**config.mk**
```make
export PLATFORM = sky130hd
export DESIGN_NAME = fp2int_pipe
export DESIGN_NICKNAME = d
export VERILOG_FILES = /design/src/rtl/fp2int_pipe.sv
export SDC_FILE = /design/constraint.sdc
export NUM_CORES = 1
export LEC_CHECK = 0
export ABC_AREA = 1
export CAP_MARGIN = 20
export CORE_MARGIN = 10
export CORE_UTILIZATION = 50
export DETAILED_ROUTE_END_ITERATION = 6
export GPL_TIMING_DRIVEN = 0
export PLACE_DENSITY = 0.72
export SLEW_MARGIN = 20
export SYNTH_ARGS = -nofsm -noshare
export SYNTH_HDL_FRONTEND = slang
export SYNTH_SLANG_ARGS = --single-unit
```
**constraint.sdc**
```tcl
create_clock -name clk -period 6.6 [get_ports clk]
set_input_delay 1.65 -clock clk [delete_from_list [all_inputs] [get_ports clk]]
set_output_delay 1.65 -clock clk [all_outputs]
set_load 0.02 [all_outputs]
```
**src/rtl/fp2int_pipe.sv**
```systemverilog
// fp2int_pipe: pipelined IEEE-754 binary32 to signed OUT_W-bit integer converter.
// Decode/align, round/negate and saturate/flag stages share one stall signal.
module fp2int_pipe #(
  parameter int unsigned OUT_W  = 32,
  parameter int unsigned STAGES = 2,
  parameter bit          SAT    = 1'b0
) (
  input  logic             clk,
  input  logic             rst,
  input  logic             in_valid,
  output logic             in_ready,
  input  logic [31:0]      in_a,
  input  logic [2:0]       in_rm,
  output logic             out_valid,
  input  logic             out_ready,
  output logic [OUT_W-1:0] out_c,
  output logic             out_invalid,
  output logic             out_inexact
);
  localparam int unsigned IW = OUT_W + 2;
  localparam int unsigned LW = IW + 25;
  localparam int unsigned RW = IW + 1;
  // Biased exponents from here up cannot fit the aligned integer part.
  localparam logic [7:0]       EBig = 8'(OUT_W + 129);
  localparam logic [RW-1:0]    Lim  = RW'(1) << (OUT_W - 1);
  localparam logic [OUT_W-1:0] Min  = {1'b1, {(OUT_W-1){1'b0}}};

  logic             r_out_valid;
  logic [OUT_W-1:0] r_out_c;
  logic             r_out_invalid;
  logic             r_out_inexact;
  logic             w_adv;

  assign w_adv       = !r_out_valid || out_ready;
  assign in_ready    = w_adv;
  assign out_valid   = r_out_valid;
  assign out_c       = r_out_c;
  assign out_invalid = r_out_invalid;
  assign out_inexact = r_out_inexact;

  // Stage A: decode and align into integer part, guard and sticky.
  logic [7:0]    w_e;
  logic [23:0]   w_m;
  logic [7:0]    w_sh;
  logic [LW-1:0] w_vec;
  logic          w_a_sign, w_a_nan, w_a_spec, w_a_guard, w_a_sticky;
  logic [IW-1:0] w_a_int;

  assign w_e   = in_a[30:23];
  assign w_m   = {1'b1, in_a[22:0]};
  assign w_sh  = w_e - 8'd125;
  assign w_vec = LW'(w_m) << w_sh;

  always_comb begin
    w_a_sign   = in_a[31];
    w_a_nan    = (w_e == 8'hFF) && (in_a[22:0] != 23'd0);
    w_a_spec   = (w_e == 8'hFF) || (w_e >= EBig);
    w_a_int    = '0;
    w_a_guard  = 1'b0;
    w_a_sticky = 1'b0;
    if (w_e != 8'd0 && !w_a_spec) begin
      if (w_e < 8'd126) begin
        w_a_sticky = 1'b1;
      end else begin
        w_a_int    = w_vec[LW-1:25];
        w_a_guard  = w_vec[24];
        w_a_sticky = |w_vec[23:0];
      end
    end
  end

  logic          w_b_vld, w_b_sign, w_b_nan, w_b_spec, w_b_guard, w_b_sticky;
  logic [IW-1:0] w_b_int;
  logic [2:0]    w_b_rm;

  if (STAGES >= 2) begin : g_reg_a
    logic          r_a_vld, r_a_sign, r_a_nan, r_a_spec, r_a_guard, r_a_sticky;
    logic [IW-1:0] r_a_int;
    logic [2:0]    r_a_rm;
    always_ff @(posedge clk) begin
      if (rst) begin
        r_a_vld <= 1'b0;
      end else if (w_adv) begin
        r_a_vld <= in_valid;
        if (in_valid) begin
          r_a_sign   <= w_a_sign;
          r_a_nan    <= w_a_nan;
          r_a_spec   <= w_a_spec;
          r_a_guard  <= w_a_guard;
          r_a_sticky <= w_a_sticky;
          r_a_int    <= w_a_int;
          r_a_rm     <= in_rm;
        end
      end
    end
    assign w_b_vld    = r_a_vld;
    assign w_b_sign   = r_a_sign;
    assign w_b_nan    = r_a_nan;
    assign w_b_spec   = r_a_spec;
    assign w_b_guard  = r_a_guard;
    assign w_b_sticky = r_a_sticky;
    assign w_b_int    = r_a_int;
    assign w_b_rm     = r_a_rm;
  end else begin : g_comb_a
    assign w_b_vld    = in_valid;
    assign w_b_sign   = w_a_sign;
    assign w_b_nan    = w_a_nan;
    assign w_b_spec   = w_a_spec;
    assign w_b_guard  = w_a_guard;
    assign w_b_sticky = w_a_sticky;
    assign w_b_int    = w_a_int;
    assign w_b_rm     = in_rm;
  end

  // Stage B: round the magnitude, then apply the sign.
  logic             w_inc, w_b_inx;
  logic [RW-1:0]    w_b_rnd;
  logic [OUT_W-1:0] w_b_mag, w_b_val;

  always_comb begin
    case (w_b_rm)
      3'b001:  w_inc = 1'b0;
      3'b010:  w_inc = w_b_sign && (w_b_guard || w_b_sticky);
      3'b011:  w_inc = !w_b_sign && (w_b_guard || w_b_sticky);
      3'b100:  w_inc = w_b_guard;
      default: w_inc = w_b_guard && (w_b_sticky || w_b_int[0]);
    endcase
  end

  assign w_b_rnd = {1'b0, w_b_int} + RW'(w_inc);
  assign w_b_mag = w_b_rnd[OUT_W-1:0];
  assign w_b_val = w_b_sign ? -w_b_mag : w_b_mag;
  assign w_b_inx = w_b_guard || w_b_sticky;

  logic             w_c_vld, w_c_sign, w_c_nan, w_c_spec, w_c_inx_raw;
  logic [RW-1:0]    w_c_rnd;
  logic [OUT_W-1:0] w_c_val;

  if (STAGES >= 3) begin : g_reg_b
    logic             r_b_vld, r_b_sign, r_b_nan, r_b_spec, r_b_inx;
    logic [RW-1:0]    r_b_rnd;
    logic [OUT_W-1:0] r_b_val;
    always_ff @(posedge clk) begin
      if (rst) begin
        r_b_vld <= 1'b0;
      end else if (w_adv) begin
        r_b_vld <= w_b_vld;
        if (w_b_vld) begin
          r_b_sign <= w_b_sign;
          r_b_nan  <= w_b_nan;
          r_b_spec <= w_b_spec;
          r_b_inx  <= w_b_inx;
          r_b_rnd  <= w_b_rnd;
          r_b_val  <= w_b_val;
        end
      end
    end
    assign w_c_vld     = r_b_vld;
    assign w_c_sign    = r_b_sign;
    assign w_c_nan     = r_b_nan;
    assign w_c_spec    = r_b_spec;
    assign w_c_inx_raw = r_b_inx;
    assign w_c_rnd     = r_b_rnd;
    assign w_c_val     = r_b_val;
  end else begin : g_comb_b
    assign w_c_vld     = w_b_vld;
    assign w_c_sign    = w_b_sign;
    assign w_c_nan     = w_b_nan;
    assign w_c_spec    = w_b_spec;
    assign w_c_inx_raw = w_b_inx;
    assign w_c_rnd     = w_b_rnd;
    assign w_c_val     = w_b_val;
  end

  // Stage C: range check, saturation and flags.
  logic             w_c_inv, w_c_inx;
  logic [OUT_W-1:0] w_c_res;

  always_comb begin
    w_c_inv = w_c_spec || (w_c_sign ? (w_c_rnd > Lim) : (w_c_rnd >= Lim));
    w_c_inx = w_c_inx_raw && !w_c_inv;
    w_c_res = w_c_val;
    if (w_c_inv) begin
      if (!SAT) begin
        w_c_res = Min;
      end else begin
        w_c_res = (w_c_sign && !w_c_nan) ? Min : ~Min;
      end
    end
  end

  always_ff @(posedge clk) begin
    if (rst) begin
      r_out_valid   <= 1'b0;
      r_out_c       <= '0;
      r_out_invalid <= 1'b0;
      r_out_inexact <= 1'b0;
    end else if (w_adv) begin
      r_out_valid <= w_c_vld;
      if (w_c_vld) begin
        r_out_c       <= w_c_res;
        r_out_invalid <= w_c_inv;
        r_out_inexact <= w_c_inx;
      end
    end
  end

endmodule

```
# After elaboration in Yosys (flattened, before gate mapping)
# Cells that the tools add are included.
dict set report op_classes {
  div 0
  eq_ne 5
  n_mul 0
  order_cmp 4
  mux 5
  bitwise_logic 2
  shift 1
  reduce_logical 19
  n_addsub 3
}
# op n
set ops {}
lappend ops {{$mux 32} 2}
lappend ops {{$shl 24x8->59} 1}
lappend ops {{$add 34x1->35} 1}
lappend ops {{$ge 35x32->1 const B} 1}
lappend ops {{$gt 35x32->1 const B} 1}
lappend ops {{$neg 32->32} 1}
lappend ops {{$reduce_or 24->1} 1}
lappend ops {{$eq 8x8->1 const B} 1}
lappend ops {{$ge 8x8->1 const B} 1}
lappend ops {{$lt 8x7->1 const B} 1}
lappend ops {{$reduce_bool 8->1} 1}
lappend ops {{$sub 8x7->8 const B} 1}
lappend ops {{$eq 3x2->1 const B} 2}
lappend ops {{$logic_and 1x1->1} 5}
lappend ops {{$logic_or 1x1->1} 5}
lappend ops {{$logic_not 1->1} 4}
lappend ops {{$pmux 1 s4} 1}
lappend ops {{$eq 3x1->1 const B} 1}
lappend ops {{$eq 3x3->1 const B} 1}
lappend ops {{$reduce_and 3->1} 1}
lappend ops {{$mux 1} 2}
lappend ops {{$not 1->1} 2}
lappend ops {{$reduce_and 2->1} 1}
lappend ops {{$reduce_or 2->1} 1}
dict set report totals {
  latch_bits 0
  ram_bits 0
  register_bits 77
  inputBits 39
  out_inout_bits 36
  mem_bits_ro 0
  elab_cells 50
  memories 0
}

# Longest topological paths before layout
dict set report depth {
  depth_word 9
  ltp_mapped 24
  ltp_nobuf 23
}

# Worst setup path before layout
# Ideal clock, no wire load.
dict set report synth_path {
  path_type {in2reg}
  startpoint {input port in_a[23]}
  endpoint {register g_reg_a.r_a_sticky, data pin}
  slack_ps 2351
  cell_stages 17
  path_buffers 3
  arrival_ps 3994
  setup_ps 255
  required_time_ps 6345
  cell_sequence {buf_2 -> inv_1 -> clkbuf_1 -> ha_1 -> inv_1 -> nand3_1 -> xor2_1 -> clkinv_1 -> clkbuf_1 -> nand3_1 -> nand2_1 -> nor2_1 -> nand2_1 -> nor2_1 -> nand2_1 -> nand2_1 -> a21oi_1}
}
dict set report synth_via {
  elab_chain_cells 4
  word_cells_on_any_way 11
  cone_classes {1 x add/sub; 2 x order compare; 1 x eq/ne; 1 x shift; 1 x mux; 5 x reduce/logical}
}
# element line
set synth_lines {}
lappend synth_lines {{start: declaration} 12} ;# input logic [31:0] in_a,
lappend synth_lines {{$sub 8x7->8, or another cell as far along} 51} ;# assign w_sh = w_e - 8'd125;
lappend synth_lines {{$shl 24x8->59 / $logic_or 1x1->1 (equally long branches)} {52, 57}}
lappend synth_lines {{$reduce_or 24->1 / $logic_not 1->1 (equally long branches)} {67, 61}}
lappend synth_lines {{$mux 1 / $logic_and 1x1->1 (equally long branches)} {62, 61}}
lappend synth_lines {{end signal: assignment} 90} ;# r_a_sticky <= w_a_sticky;
lappend synth_lines {{end: declaration} 77} ;# logic r_a_vld, r_a_sign, r_a_nan, r_a_spec, r_a_guard, r_a_sticky;
# Parallel ways exist; a longest one is shown, timed or not.
# A chain may end at the register's enable or synchronous reset.

# Worst setup path after layout
# Same ends and word-level chain as after synthesis.

==> run_results.csv <==
group,metric,value,unit
status,outcome,"completed",
logic_synthesis,netlist_instances,1034,
sta,final-hold-violation-count,0,
die,fp.dieW,134.0,µm
global_route,grt_pass1_wl,36.33,mm
layout,area_growth_syn_to_layout,19.70,%
critical_path,cp_common_cell,"nor2_1",
detailed_routing,wl_per_cell,17.55,µm
die,fp.dieArea,17950,µm²
power_and_ir_drop,leakage,0.003089,µW
cts,htree_levels,3,
power_and_ir_drop,ir_worst_vdd,0.0001296,V
critical_path,crit_chain,"clkdlybuf4s50_1 -> buf_2 -> inv_1 -> clkbuf_1 -> ha_1 -> inv_1 -> nand3_1 -> xor2_1 -> clkinv_1 -> clkbuf_1 -> nor2_1 -> nor2_1 -> nand3_1 -> nor2_1 -> nand2_1 -> nand2_1 -> a21oi_1",
sta,maxSlewViolCount,0,
critical_path,cp.depth,17,
detailed_routing,drtPass1Iterations,6,
sta,layout_setup_ws,1.114,ns
critical_path,r2r_start,"g_reg_a.r_a_sign",
die,num_rows,41,
cts,clkLatencyLatePin,0.35,ns
power_and_ir_drop,pwr-share-seq,0.382,
sta,tightest_slew,0.8923,ns
sta,finalSetupTns,0,ns
critical_path,cp-end-kind,"register",
sta,max_freq,182.3,MHz
place,dpl_worst_slack,0.7721,ns
hold_path,hold_class,"reg2reg",
place,gp_congestion,1.055,
logic_synthesis,synth_cell_type_count,43,
sta,finalCritPeriodShare,0.8313,
cts,clk_pin_slew,0.06,ns
cts,cts-root-buf,"clkbuf_16",
logic_synthesis,synth_area,6496,µm²
logic_synthesis,ys_seq_area_frac,0.3005,
global_route,grt_pass1_vias,6937,
logic_synthesis,synth_area_per_cell,6.283,µm²
power_and_ir_drop,p_total,1386,µW
die,io_pins,75,
power_and_ir_drop,switchingPower,457.5,µW
power_and_ir_drop,powerDensity,178.3,nW/µm²
cts,cts_made_buffers,9,
critical_path,path_delay_family,"buffers and inverters",
logic_synthesis,synth_fp_nets,1078,
critical_path,cpPeakStageDelay,0.71,ns
sta,min_period,5.486,ns
cts,post_cts_resized,0,
detailed_routing,drt_iter0_drc,779,
cts,cts_hold_buf,0,
cts,cts_tree,"yes",
critical_path,r2r_slack,1.99,ns
critical_path,worstSetupPathType,"in2reg",
detailed_routing,drc_errors,0,
critical_path,cp_data_arrival_time,5.60,ns
sta,slew-limit-headroom,0.4031,
sta,setup_viol,0,
cts,cts_setup_buffers,0,
layout,n_antenna_cell,0,
sta,rsz0062_at_grt,"false",
global_route,overflow,0,
critical_path,cp.required,6.71,ns
power_and_ir_drop,internal-power,928.8,µW
sta,skew,0.008030,ns
die,coreArea,12670,µm²
critical_path,rr_worst_depth,23,
layout,layout-drive-gt1-share,0.04181,
detailed_routing,vias,7404,
critical_path,crit_slowest_cell,"xor2_1",
logic_synthesis,yosysWarnings,0,
die,die_h,134.0,µm
global_route,antenna_found_initial,0,
power_and_ir_drop,p_comb_frac,0.263,
die,initial_core_util,0.5127,
run,drv_cap,0,
critical_path,endpoint,"g_reg_a.r_a_sticky",
critical_path,start_kind,"input port",
power_and_ir_drop,sw_frac_of_total,0.3300,
global_route,grt_max_degree,25,
critical_path,critPathBufInv,7,
logic_synthesis,ys_ff_latch,77,
place,place_area,7477,µm²
layout,nNetsFinal,1163,
critical_path,worst-path-max-fanout,10,
cts,clock_path_buffers,2,
critical_path,cp-startpoint,"in_a[23]",
critical_path,r2r-end,"out_c[24]",
layout,post-route-util,0.6137,
power_and_ir_drop,pwr-share-clk,0.355,
place,numPortBuffers,73,
detailed_routing,postRouteAntennaNets,0,
layout,finish.instance_area,7776,µm²
detailed_routing,viasPerCell,5.713,
detailed_routing,totalWireLength,22.74,mm
cts,clock_sinks,77,
global_route,track_usage,0.2524,
place,dp_hpwl,18.80,mm
[power by group through the flow]
stage          combinational (µW)  clock (µW)  sequential, µW
2_1_floorplan                 226           0             542
3_3_place_gp                  350           0             541
3_5_place_dp                  353           0             540
4_1_cts                       355         498             529
5_1_grt                       399         518             531
6_report                      364         492             530
[how the worst min path moves through the flow]
stage	slack, ns	depth (start not counted)	to	startpoint
after floorplan	0.44	2	g_reg_a.r_a_vld	g_reg_a.r_a_vld
after global placement	0.45	2	out_c[4]	out_c[4]
after detailed placement	0.45	2	out_c[15]	out_c[15]
after CTS	0.46	2	out_c[27]	out_c[27]
after global routing	0.48	2	out_c[12]	out_c[12]
final	0.46	2	out_c[27]	out_c[27]
[stage by stage]
stage / std cells / hold WS (ns)
after floorplan: 1034 / 0.4435
after global placement: 1279 / 0.4513
after detailed placement: 1280 / 0.4548
after CTS: 1296 / 0.4639
after global routing: 1296 / 0.4792
final: 1296 / 0.4623
[layer usage]
metal  track usage  vias to the layer above  part of all wire
met2        0.4504                      314              0.50
met5             0                        -                 0
li1              -                     3630                 -
met3       0.04257                       87             0.058
met4        0.1451                        0             0.058
met1        0.2763                     3373              0.39
[worst min-delay path, stage by stage, from the launching register on]
cell	delay (ns)
dfxtp_1	0.31
nand2_1	0.06
a21oi_1	0.05
[placed cells by master (no fill, tap or decap), drive strengths merged, types with 23 or more instances in the layout]
cell	count
nor2	120
nand4	23
clkdlybuf4s50	73
inv	78
nand3	210
edfxtp	41
clkbuf	43
dfxtp	36
xor2	32
nand2	290
o21ai	39
a21oi	43
[synth_stat cells (all sizes together)]
library cell	instances	area, µm²
buf	12	61.31
a31oi	4	25.02
o31ai	2	15.01
a21oi	43	215.2
nor4	1	6.260
a32o	1	10.01
edfxtp	41	1231
o22ai	2	12.51
inv	76	285.3
nand3	210	1071
nor2	120	488.0
a22o	1	8.760
nand2	290	1091
a21o	2	15.01
or3	2	12.51
ha	5	62.56
o221ai	4	35.03
nor3b	1	7.510
xnor2	12	105.1
dfxtp	36	720.7
o311ai	1	8.760
and2	3	18.77
clkinv	3	11.26
nand4	23	150.1
clkbuf	33	123.9
a211o	1	8.760
xor2	32	280.3
a32oi	1	8.760
o21bai	1	7.510
o21ai	39	195.2
or2	6	37.54
a21boi	1	18.77
nand3b	6	45.04
o211ai	3	22.52
nor3	16	80.08
[registers in the layout (all words and copies together), names as in the netlist]
signal and count:
g_reg_a.r_a_int 34, out_c 32, g_reg_a.r_a_rm 3, g_reg_a.r_a_guard 1, g_reg_a.r_a_sign 1, g_reg_a.r_a_spec 1, g_reg_a.r_a_sticky 1, g_reg_a.r_a_vld 1
out_inexact 1, out_invalid 1, out_valid 1
[cells by family after synthesis]
kind of cell,share of synthesized area
compound gates,0.09341
xor+xnor,0.05932
fa+ha+maj,0.009630
buf+inv,0.07415
flops,0.3005
simple gates,0.4630
[layout make-up]
type | count | area, µm²
plain buffers | 45 | 185.2
well taps | 172 | 215.2
inverters | 79 | 296.5
flip-flops and latches | 77 | 1952
fillers | 1265 | 4895
multi-input cells | 833 | 4070
clock buffers | 10 | 229.0
clock inverters | 6 | 70.07
repair buffers | 74 | 758.2
(Power assumes the default switching activity.)
